## src/rtl/acc_pkg.sv

```systemverilog
// Shared accumulator opcode constants.
// Used by the dispatcher and the accumulator controller.
package acc_pkg;

  localparam logic [2:0] OP_RESET   = 3'b000;
  localparam logic [2:0] OP_SHR     = 3'b001;
  localparam logic [2:0] OP_ADD     = 3'b010;
  localparam logic [2:0] OP_INC     = 3'b011;
  localparam logic [2:0] OP_SWAP    = 3'b100;
  localparam logic [2:0] OP_CMPL    = 3'b101;
  localparam logic [2:0] OP_MULT    = 3'b110;
  localparam logic [2:0] OP_ILLEGAL = 3'b111;

  function automatic logic is_legal(
    input logic [2:0] op
  );
    return op != OP_ILLEGAL;
  endfunction

endpackage

```

## src/rtl/instr_fifo.sv

```systemverilog
// Synchronous opcode FIFO with occupancy count.
// full/empty decode from the registered count.
module instr_fifo #(
  parameter int DEPTH = 4,
  parameter int W     = 3
) (
  input  logic                     clk,
  input  logic                     rst,
  input  logic                     push,
  input  logic                     pop,
  input  logic [W-1:0]             din,
  output logic [W-1:0]             dout,
  output logic [$clog2(DEPTH):0]   count,
  output logic                     full,
  output logic                     empty
);

  localparam int AW = $clog2(DEPTH);

  logic [W-1:0]  mem_q [DEPTH];
  logic [AW-1:0] wr_ptr_q, wr_ptr_d;
  logic [AW-1:0] rd_ptr_q, rd_ptr_d;
  logic [AW:0]   count_q, count_d;
  logic          push_ok, pop_ok;

  assign full  = count_q == (AW+1)'(DEPTH);
  assign empty = count_q == '0;
  assign count = count_q;
  assign dout  = mem_q[rd_ptr_q];

  assign push_ok = push && !full;
  assign pop_ok  = pop && !empty;

  always_comb begin
    wr_ptr_d = wr_ptr_q + AW'(push_ok);
    rd_ptr_d = rd_ptr_q + AW'(pop_ok);
    count_d  = count_q + (AW+1)'(push_ok)
             - (AW+1)'(pop_ok);
  end

  always_ff @(posedge clk or negedge rst) begin
    if (!rst) begin
      wr_ptr_q <= '0;
      rd_ptr_q <= '0;
      count_q  <= '0;
    end else begin
      wr_ptr_q <= wr_ptr_d;
      rd_ptr_q <= rd_ptr_d;
      count_q  <= count_d;
    end
  end

  always_ff @(posedge clk) begin
    if (push_ok)
      mem_q[wr_ptr_q] <= din;
  end

endmodule

```

## src/rtl/instr_dispatcher.sv

```systemverilog
// Queues host opcodes and issues them one at a time
// to the accumulator controller over new_instruction/ready.
module instr_dispatcher #(
  parameter int DEPTH = 4,
  parameter int OP_W  = 3
) (
  input  logic                   clk,
  input  logic                   rst,
  input  logic                   push,
  input  logic [OP_W-1:0]        push_op,
  input  logic                   ready,
  output logic [OP_W-1:0]        instruction,
  output logic                   new_instruction,
  output logic                   full,
  output logic                   empty,
  output logic [$clog2(DEPTH):0] count,
  output logic                   busy,
  output logic                   overflow,
  output logic                   bad_op
);
  import acc_pkg::*;

  typedef enum logic [1:0] {
    D_IDLE  = 2'd0,
    D_ISSUE = 2'd1,
    D_WAIT  = 2'd2
  } d_state_e;

  d_state_e        state_q, state_d;
  logic [OP_W-1:0] instr_q, instr_d;
  logic            ovf_q, ovf_d;
  logic            bad_q, bad_d;
  logic            push_ok, pop;
  logic [OP_W-1:0] head;

  // Accept uses registered full: a same-cycle pop frees nothing.
  assign push_ok = push && !full && is_legal(push_op);

  instr_fifo #(
    .DEPTH (DEPTH),
    .W     (OP_W)
  ) u_fifo (
    .clk   (clk),
    .rst   (rst),
    .push  (push_ok),
    .pop   (pop),
    .din   (push_op),
    .dout  (head),
    .count (count),
    .full  (full),
    .empty (empty)
  );

  always_comb begin
    state_d = state_q;
    instr_d = instr_q;
    pop     = 1'b0;
    ovf_d   = ovf_q | (push & full);
    bad_d   = bad_q | (push & ~is_legal(push_op));
    unique case (state_q)
      D_IDLE: begin
        if (!empty && ready) begin
          pop     = 1'b1;
          instr_d = head;
          state_d = D_ISSUE;
        end
      end
      D_ISSUE: begin
        if (ready)
          state_d = D_WAIT;
      end
      D_WAIT: begin
        if (ready && !empty) begin
          pop     = 1'b1;
          instr_d = head;
          state_d = D_ISSUE;
        end else if (ready) begin
          state_d = D_IDLE;
        end
      end
      default: state_d = D_IDLE;
    endcase
  end

  always_ff @(posedge clk or negedge rst) begin
    if (!rst) begin
      state_q <= D_IDLE;
      instr_q <= '0;
      ovf_q   <= 1'b0;
      bad_q   <= 1'b0;
    end else begin
      state_q <= state_d;
      instr_q <= instr_d;
      ovf_q   <= ovf_d;
      bad_q   <= bad_d;
    end
  end

  assign instruction     = instr_q;
  assign new_instruction = state_q == D_ISSUE;
  assign busy            = !empty || state_q != D_IDLE;
  assign overflow        = ovf_q;
  assign bad_op          = bad_q;

endmodule
```

## config.mk

```make
export PLATFORM = sky130hd
export DESIGN_NAME = instr_dispatcher
export DESIGN_NICKNAME = d
export VERILOG_FILES = /design/src/rtl/acc_pkg.sv /design/src/rtl/instr_fifo.sv /design/src/rtl/instr_dispatcher.sv
export SDC_FILE = /design/constraint.sdc
export NUM_CORES = 1
export LEC_CHECK = 0
export CAP_MARGIN = 20
export CELL_PAD_IN_SITES_DETAIL_PLACEMENT = 1
export CELL_PAD_IN_SITES_GLOBAL_PLACEMENT = 1
export CORE_MARGIN = 2
export CORE_UTILIZATION = 42
export DETAILED_ROUTE_END_ITERATION = 16
export GPL_ROUTABILITY_DRIVEN = 0
export GPL_TIMING_DRIVEN = 0
export HOLD_SLACK_MARGIN = 0.12
export PLACE_DENSITY = 0.74
export REMOVE_ABC_BUFFERS = 1
export SLEW_MARGIN = 20
export SYNTH_ARGS = -nofsm -noshare
export SYNTH_HDL_FRONTEND = slang
export SYNTH_SLANG_ARGS = --single-unit
```

## constraint.sdc

```tcl
create_clock -name clk -period 2.3 [get_ports clk]
set_clock_uncertainty 0.15 [all_clocks]
set_input_delay 0.46 -clock clk [delete_from_list [all_inputs] [get_ports clk]]
set_output_delay 0.46 -clock clk [all_outputs]
set_load 0.005 [all_outputs]
```

# --- Yosys cells after proc, flatten, opt, wreduce, memory -nomap -nowiden ---
# Memory sizes are Yosys's and may differ from the RTL's. A register that Yosys moved wholly into a read port is not among the register bits.
# Index checks and enable logic that the tools add are counted.
word_totals:
  regBits: 11
  latchBits: 0
  ram_bits: 12
  rom_bits: 0
  input_bits: 7
  wordCells: 47
  mem_count: 1
mem_list:
  columns: ["name", "words", "word_bits", "rd", "rd_clocked_by_memory_dff", "wr", "line_no", "rtl"]
  rows:
  - ["u_fifo.mem_q", 4, 3, 1, 1, 1, "instr_fifo.sv:20", "logic [W-1:0] mem_q [DEPTH];"]
classes:
  add_sub_neg: 4
  multipliers: 0
  div_mod_pow: 0
  n_lt_le_gt_ge: 0
  eq_ne: 7
  shifts: 0
  muxes: 9
  bitwise: 5
  reduce_logical: 15
op_table:
  columns: ["operator", "n"]
  rows:
  - ["$mux 2", 4]
  - ["$ne 3x3->1 const B", 2]
  - ["$pmux 2 s3", 1]
  - ["$logic_and 1x1->1", 5]
  - ["$add 2x1->2", 2]
  - ["$mux 1", 4]
  - ["$ne 2x2->1 const B", 2]
  - ["$add 3x1->3", 1]
  - ["$eq 3x3->1 const B", 1]
  - ["$logic_not 1->1", 3]
  - ["$logic_not 3->1", 1]
  - ["$reduce_and 3->1", 1]
  - ["$sub 3x1->3", 1]
  - ["$and 1x1->1", 2]
  - ["$eq 2x1->1 const B", 1]
  - ["$eq 2x2->1 const B", 1]
  - ["$logic_not 2->1", 1]
  - ["$or 1x1->1", 2]
  - ["$reduce_and 2->1", 1]
  - ["$reduce_bool 2->1", 1]
  - ["$reduce_or 2->1", 1]
  - ["$logic_or 1x1->1", 1]
  - ["$not 1->1", 1]

# --- Logic depth before layout (Yosys ltp) ---
# Gate-level depths: netlist of run 1.
depth:
  word_depth: 7
  depth_mapped: 8

# --- Hierarchy ---
# A second synthesis of run 1 with hierarchy kept.
unflattened:
  cells_unflattened: 69
  area_unflattened_um2: 1126.1
modules_own_cells:
  columns: ["mod", "n_inst", "cells_each", "area_per_inst_um2"]
  rows:
  - ["instr_fifo", 1, 47, 825.8]
  - ["instr_dispatcher", 1, 22, 300.3]

# --- Worst setup path before layout of run 1 ---
# OpenSTA, ideal clock, no wires.
synth_timing:
  kind: "register to register"
  start: "register u_fifo.count_q[0], in the netlist u_fifo.count[0]"
  end: "register u_fifo.count_q[2], in the netlist u_fifo.count[2]"
  setup_ps: 124
  arrival_ps: 1892
  required_ps: 2026
  setup_slack_ps: 134
  path_stages_with_launch: 9
  period_less_slack_ps: 2166
  path_cell_list: "dfrtp_1 or3_4 inv_2 or3_1 nand2_1 ha_1 fa_1 xor2_1 xnor2_1"
synth_via:
  elab_chain_cells: 7
  elab_cells_between_ends: 13
synth_lines:
  columns: ["element", "line_no", "rtl"]
  rows:
  - ["start: declaration", "instr_fifo.sv:23", "logic [AW:0] count_q, count_d;"]
  - ["start signal: assignment", "instr_fifo.sv:49", "count_q <= count_d;"]
  - ["$logic_not 3->1 *", "instr_fifo.sv:27", "assign empty = count_q == '0;"]
  - ["net empty", "instr_dispatcher.sv:15", "output logic empty,"]
  - ["$logic_not 1->1 *", "instr_fifo.sv:32, instr_dispatcher.sv:62, instr_dispatcher.sv:73", null]
  - ["$logic_and 1x1->1", "instr_dispatcher.sv:62, instr_dispatcher.sv:73", null]
  - ["$mux 1", "instr_dispatcher.sv:62, instr_dispatcher.sv:73", null]
  - ["$mux 1", null, null]
  - ["$logic_and 1x1->1 *", "instr_fifo.sv:32", "assign pop_ok = pop && !empty;"]
  - ["$sub 3x1->3 *", "instr_fifo.sv:38", "- (AW+1)'(pop_ok);"]
  - ["net u_fifo.count_d[2]", "instr_fifo.sv:23", null]
# Mark *: on every way through the listed nets, which the timed path passes. The rest lies on a longest branch.
# A chain may end at the register's enable or synchronous reset.

# --- Worst setup path after layout of run 1 ---
layout_timing:
  start: "register u_fifo.count_q[0], in the netlist u_fifo.count[0]"
  end: "register u_fifo.count_q[2], in the netlist u_fifo.count[2]"
layout_via:
  elab_chain_cells: 7
  elab_cells_between_ends: 13
layout_lines:
  columns: ["element", "line_no"]
  rows:
  - ["$eq 3x3->1 or $logic_not 3->1 (tied branches)", "instr_fifo.sv:26, instr_fifo.sv:27"]
  - ["$logic_not 1->1 (on tied branches)", null]
  - ["$logic_and 1x1->1 (on tied branches)", "instr_dispatcher.sv:37, instr_dispatcher.sv:62, instr_dispatcher.sv:73"]
  - ["$logic_and 1x1->1 or $mux 1 (tied branches)", "instr_dispatcher.sv:37, instr_dispatcher.sv:62, instr_dispatcher.sv:73"]
  - ["$logic_and 1x1->1 or $mux 1 (tied branches)", null]
  - ["$add 3x1->3 or $logic_and 1x1->1 (tied branches)", "instr_fifo.sv:37, instr_fifo.sv:32"]
  - ["$sub 3x1->3 *", "instr_fifo.sv:38"]
  - ["net u_fifo.count_d[2]", "instr_fifo.sv:23"]
# Marks and branches as above.

==> summary.txt, run 1 <==
Detailed routing
  – DRC Markers: 0
  – DRT Pass-1 Iters: 4
  – WL per Instance: 16.8 µm
  – DR vias: 652
  – Post-DRT Antenna Nets: 0
  – DR iter-0 viols: 7
  – WL final: 2120 µm
  – Via-per-instance ratio: 5.17

Critical path
  – CP Max Fanout: 4
  – Critical-path top delay cell: dfrtp_1
  – Crit end category: register
  – CP required: 2.41 ns
  – Crit Reg-Reg Endpoint: u_fifo.count[2]
  – Worst reg2reg path depth: 8
  – Crit-path cells: buf_4 > or3b_4 > nand3_4 > inv_1 > ha_1 > fa_2 > xor2_1 > xnor2_1
  – Critical path class: reg -> reg
  – CP Launch Type: register
  – Max incr delay on CP: 0.41 ns
  – CP arrival: 2.36 ns
  – Worst R2R Start: u_fifo.count[0]
  – Flop-to-flop setup slack: 0.04 ns

Global routing
  – Number of global-route vias before repair: 703
  – Pin count of the biggest net entering global routing: 16
  – Antenna violations before repair: 0
  – First-pass GRT wire length: 3300 µm
  – GRT Util Overall: 15.9%
  – Total grt overflow: 0

Timing
  – Setup ws final: 0.0435 ns
  – # setup viols final: 0
  – RSZ-0062 raised after global routing: true
  – Final Hold Viols: 0
  – Fin crit period: 2.26 ns
  – Worst rel slew slack: 55.8%
  – Slew Viols, Final: 0
  – Tcrit/Tclk final: 98.1%
  – Setup TNS: 0 ns
  – Worst slew pin tran: 0.661 ns
  – Fmax: 443 MHz

Yosys
  – Synth Area in XOR/XNOR: 4.00%
  – Simple-gate area share of the yosys netlist: 11.4%
  – Complex-gate fraction of the synthesized area: 2.51%
  – Cells after synthesis: 70
  – Synth cell types: 26
  – Mux share of post-synthesis cell area: 10.3%
  – Largest family of logic cells by synthesized area: simple AND/OR/NAND/NOR gates
  – Syn avg cell area: 15.6 µm²
  – Mapped cell area: 1090 µm²
  – Adder-Cell Fraction of Synth Area: 4.11%
  – Register area share after synthesis: 64.9%
  – Post-synth ARST share: 53.8%
  – EDFF count, synth: 12
  – Main synth FF type: dfrtp_1
  – Flop and latch count out of synthesis: 26
  – Synthesis Warnings: 0

Die
  – Area of the core: 2480 µm²
  – Die Area: 3030 µm²
  – Die W: 55.1 µm
  – Initial Util: 44.2%
  – FP Rows: 18
  – Height of the chip: 55.1 µm
  – Io pins: 19

Cells and area
  – Fin area: 1400 µm²
  – Share of cells above drive strength 1: 22.9%
  – Final #Nets: 107
  – N_diodes: 0
  – Area Growth Syn to Fin: 27.8%

Clock tree
  – Root buffer cell: clkbuf_4
  – H-tree lvl count: 1
  – Hold Buf Count CTS: 0
  – Max clock buf depth: 2
  – Clock sinks: 26
  – Num CTS Buffers: 3
  – CTS clk-pin slew, worst paths: 0.14 ns
  – Clk Latency, worst-skew pair: 0.32 ns
  – CTS tree: yes

Power and ir drop
  – Final Power: 0.00183 W
  – Leak pwr: 0.576 nW
  – Peak VDD IR: 0.793 mV
  – PD cells: 1310 nW/µm²

Worst hold path
  – Hold path cells: 1
  – Worst Hold Class: reg -> reg
  – Hold Path Sink: overflow
  – Hold path start: overflow

Placed design
  – Post-DP HPWL: 1420 µm
  – Post-DP Area: 1300 µm²
  – PortBufs: 18
  – Pre-CTS WS: -0.239 ns

Run status
  – Run status: complete, no violations

Run
  – Max_cap viols: 0
## power breakdown
part | switching [W] | internal (W)
clock network | 0.000137 | 0.000176
registers | 0.000129 | 0.000650
logic | 0.000279 | 0.000455
total | 0.000546 | 0.00128
## how the worst max path moves through the flow
stage,start,depth (start not counted),end
floorplan,u_fifo.count[0],8,u_fifo.count[2]
global placement,push_op[1],8,u_fifo.count[2]
detailed placement,push_op[0],8,u_fifo.count[2]
CTS,u_fifo.count[2],3,busy
global route,u_fifo.count[0],8,u_fifo.count[2]
finish,u_fifo.count[0],8,u_fifo.count[2]
## worst max-delay path: cells and delay by family, from the launching register on
family	cells	cell delay, ns
xor+xnor	2	0.35
simple gates	2	0.51
fa+ha+maj	2	0.56
flops	1	0.41
buf+inv	2	0.22
## synthesized netlist by cell type, drive strengths merged (2+ instances only)
master  count  area, µm²
o21ai       2       10.0
inv         5       18.8
nor3b       2       15.0
mux2        3       45.0
dfrtp      14        350
edfxtp     12        360
xnor2       3       26.3
mux4        3       67.6
or3         3       23.8
nand3       3       20.0
nand2       4       15.0
nand2b      3       18.8
ha          2       25.0
xor2        2       17.5
## layer usage
layer | vias up | wire length, µm | GRT usage [%]
met5 | - | 0 | 0
met4 | 0 | 15 | 7.32
met3 | 2 | 68 | 2.96
met2 | 10 | 1140 | 26.8
met1 | 339 | 885 | 19.7
li1 | 301 | - | -
## flip-flops by register name, summed over array words and instances (netlist names)
name and count:
u_fifo.mem_q 12, instruction 3, u_fifo.count 3, state_q 2, u_fifo.rd_ptr_q 2, u_fifo.wr_ptr_q 2, bad_op 1, overflow 1
## layout by cell type, fill, tap and decap left out
| master | instances |
|---|---|
| nand2b_1 | 3 |
| inv_4 | 1 |
| bufinv_16 | 1 |
| and3_1 | 1 |
| nand3_4 | 1 |
| a41o_1 | 1 |
| clkdlybuf4s50_1 | 15 |
| inv_1 | 4 |
| nand2_1 | 4 |
| dfrtp_1 | 14 |
| or3_1 | 2 |
| o21ai_0 | 2 |
| nand3_1 | 2 |
| or3_4 | 1 |
| clkbuf_2 | 1 |
| clkbuf_4 | 3 |
| ha_1 | 2 |
| xor2_1 | 2 |
| nor2_2 | 1 |
| fa_2 | 1 |
| nor2b_1 | 1 |
| mux4_2 | 3 |
| edfxtp_1 | 12 |
| mux2_4 | 3 |
| xnor2_1 | 3 |
| a21o_1 | 1 |
| nor3_1 | 1 |
| or3b_4 | 1 |
| buf_4 | 5 |
| nor3b_1 | 2 |
| dlygate4sd2_1 | 2 |
## stage by stage
stage          hold WS [ns]  std cells  util (%)
6_report              0.337        126      56.5
5_1_grt               0.371        126      56.5
4_1_cts               0.339        126      56.3
3_5_place_dp          0.305        117      52.5
3_3_place_gp          0.291        117      52.5
2_1_floorplan        0.0144         69         -
## kinds of logic after synthesis
kind of cell    after synthesis
fa+ha+maj                     3
buf+inv                       6
flops                        26
mux                           6
simple gates                 20
compound gates                4
xor+xnor                      5
## area by class of cell
| type | instances | area (µm²) |
|---|---|---|
| clock buffer | 3 | 22.5 |
| fill | 256 | 1080 |
| timing repair buffer | 23 | 210 |
| tap | 30 | 37.5 |
| clock inverter | 1 | 30.0 |
| sequential | 26 | 711 |
| multi-input combinational | 38 | 367 |
| inverter | 5 | 21.3 |
## repair_timing
| action | 4_1_cts | 5_1_grt |
|---|---|---|
| pin swaps | 1 | 2 |
| gates resized for setup | 6 | 3 |
| setup buffers | 5 | 0 |
| gates cloned | 0 | 0 |
| setup endpoints to repair | 4 | 2 |
No activity file was read; power rests on OpenSTA's default activity.
==> run 2, diff against run 1 <==
- CORE_MARGIN: 2 -> not set
==> run 2 against run 1 <==
Against the previous run:
- critical path depth is the same
- sequential share of layout area fell by 1.4 points
- largest cell class unchanged
- count of clock-buffer cells in the layout unchanged
- largest power group is now combinational cells
- clock power is essentially flat
- via count is 0.31% higher
- total power rose by 3.2%
- critical path type unchanged
- setup slack improved by 0.055 ns
- first-iteration DRC count increased to 2.9 times the previous value
==> summary.txt, run 2 (synthesis gave the netlist of run 1 again) <==
Cells and area
  – Most frequent cells in the layout: clkdlybuf4s50_1, dfrtp_1, edfxtp_1
  – Area Growth Syn to Fin: 31.4%
  – N_diodes: 0
  – Final #Nets: 109
  – Fin area: 1440 µm²
  – Core Util, Final: 58.1%
  – Share of cells above drive strength 1: 28.6%
  – Fillcell total: 244
  – Top reg by flops: u_fifo.mem_q
  – Max reg flops: 12
  – Commonest non-fill, non-tap cell in the layout: clkdlybuf4s50_1

Global routing
  – Pin count of the biggest net entering global routing: 16
  – First-pass GRT wire length: 3290 µm
  – Number of global-route vias before repair: 694
  – Antenna violations before repair: 0
  – Total grt overflow: 0
  – GRT Util Overall: 17.3%

Critical path
  – CP arrival: 2.28 ns
  – CP Max Fanout: 3
  – CP required: 2.38 ns
  – CP startpoint: u_fifo.count[2]
  – Worst R2R Start: u_fifo.count[2]
  – CP Launch Type: register
  – Critical path class: reg -> reg
  – Crit end category: register

Die
  – Initial Util: 44.2%
  – Io pins: 19
  – Height of the chip: 53.1 µm
  – Die W: 53.1 µm
  – Die Area: 2810 µm²
  – Area of the core: 2480 µm²
  – FP Rows: 18

Placed design
  – Post-DP Area: 1300 µm²
  – PortBufs: 18
  – Post-DP HPWL: 1380 µm

Detailed routing
  – DR vias: 654
  – Via-per-instance ratio: 5.11
  – DRT Pass-1 Iters: 4
  – Post-DRT Antenna Nets: 0
  – WL per Instance: 15.9 µm
  – WL final: 2030 µm
  – DR iter-0 viols: 20
  – DRC Markers: 0

Worst hold path
  – Hold path start: overflow
  – Worst Hold Class: reg -> reg

Timing
  – Fin crit period: 2.20 ns
  – Worst slew pin tran: 0.649 ns
  – Slew Viols, Final: 0
  – Tcrit/Tclk final: 95.7%
  – WHS: 0.326 ns
  – Final Hold Viols: 0
  – # setup viols final: 0
  – Worst rel slew slack: 56.6%
  – Fmax: 454 MHz

Power and ir drop
  – Final Power: 0.00189 W
  – Peak VDD IR: 0.850 mV
  – PD cells: 1310 nW/µm²
  – Leak pwr: 0.586 nW

Run
  – Max_cap viols: 0

Run status
  – Run status: complete, no violations

Clock tree
  – Clock sinks: 26
  – Clk Latency, worst-skew pair: 0.32 ns
  – Max clock buf depth: 2
  – CTS clk-pin slew, worst paths: 0.14 ns
  – CTS tree: yes
  – Num CTS Buffers: 3
  – H-tree lvl count: 1
  – Root buffer cell: clkbuf_4
  – Hold Buf Count CTS: 0
run 2: cell count changes in the layout (fill, tap and decap cells not counted):
cell	delta
inv_1	-1
or3_4	+1
or3_1	-1
inv_2	+1
xor2_2	+1
xor2_1	-1
ha_1	-1
buf_4	+2
ha_4	+1
run 2: what timing repair did:
action	4_1_cts	5_1_grt
buffers inserted	5	2
setup endpoints to repair	3	2
resized for setup	4	10
pin swaps	0	6
run 2: worst max-delay path, cell delays in order, from the launching register on:
cell and delay, ns:
dfrtp_1 0.42, or3_4 0.41, inv_4 0.08, or3_4 0.13
nand2_1 0.09, ha_4 0.17, fa_2 0.37, xor2_2 0.18
xnor2_1 0.12
run 2: area by class of cell:
type	count	area [µm²]	area share (%)
clock buffers	3	22.5	1.57
clock inverters	1	30.0	2.09
inverters	5	21.3	1.48
multi-input cells	38	392	27.2
flip-flops and latches	26	711	49.4
well taps	30	37.5	2.61
repair buffers	25	225	15.7
run 2: layer usage:
layer,vias to the layer above,global-route usage [%],share of wire (%)
met3,11,2.87,3.2
met1,320,22.8,46
met4,0,11.8,4.1
li1,303,-,-
met2,20,25.7,47
met5,-,0,0
run 2: worst paths after layout:
path                                      end  depth (start not counted)  slack (ns)
hold reg to reg                      overflow                          1        0.33
min in group asynchronous  u_fifo.rd_ptr_q[0]                          1        0.36
max in group asynchronous              bad_op                          1        1.23
hold / removal                       overflow                          1        0.33
setup reg to reg              u_fifo.count[2]                          8         0.1
setup / recovery              u_fifo.count[2]                          8         0.1
run 2: power by group:
part	leakage, nW	switching (W)	internal, W
Combinational	0.288	0.000303	0.000493
Sequential	0.271	0.000125	0.000650
Clock	0.0279	0.000139	0.000176
run 2: through the flow:
stage               std cells  setup slack [ns]  setup TNS, ns
CTS                       126           -0.0431        -0.0431
global route              128          -0.00904       -0.00904
finish                    128            0.0985              0
global placement          117            -0.186         -0.294
floorplan                  69             0.134              0
detailed placement        117            -0.212         -0.331
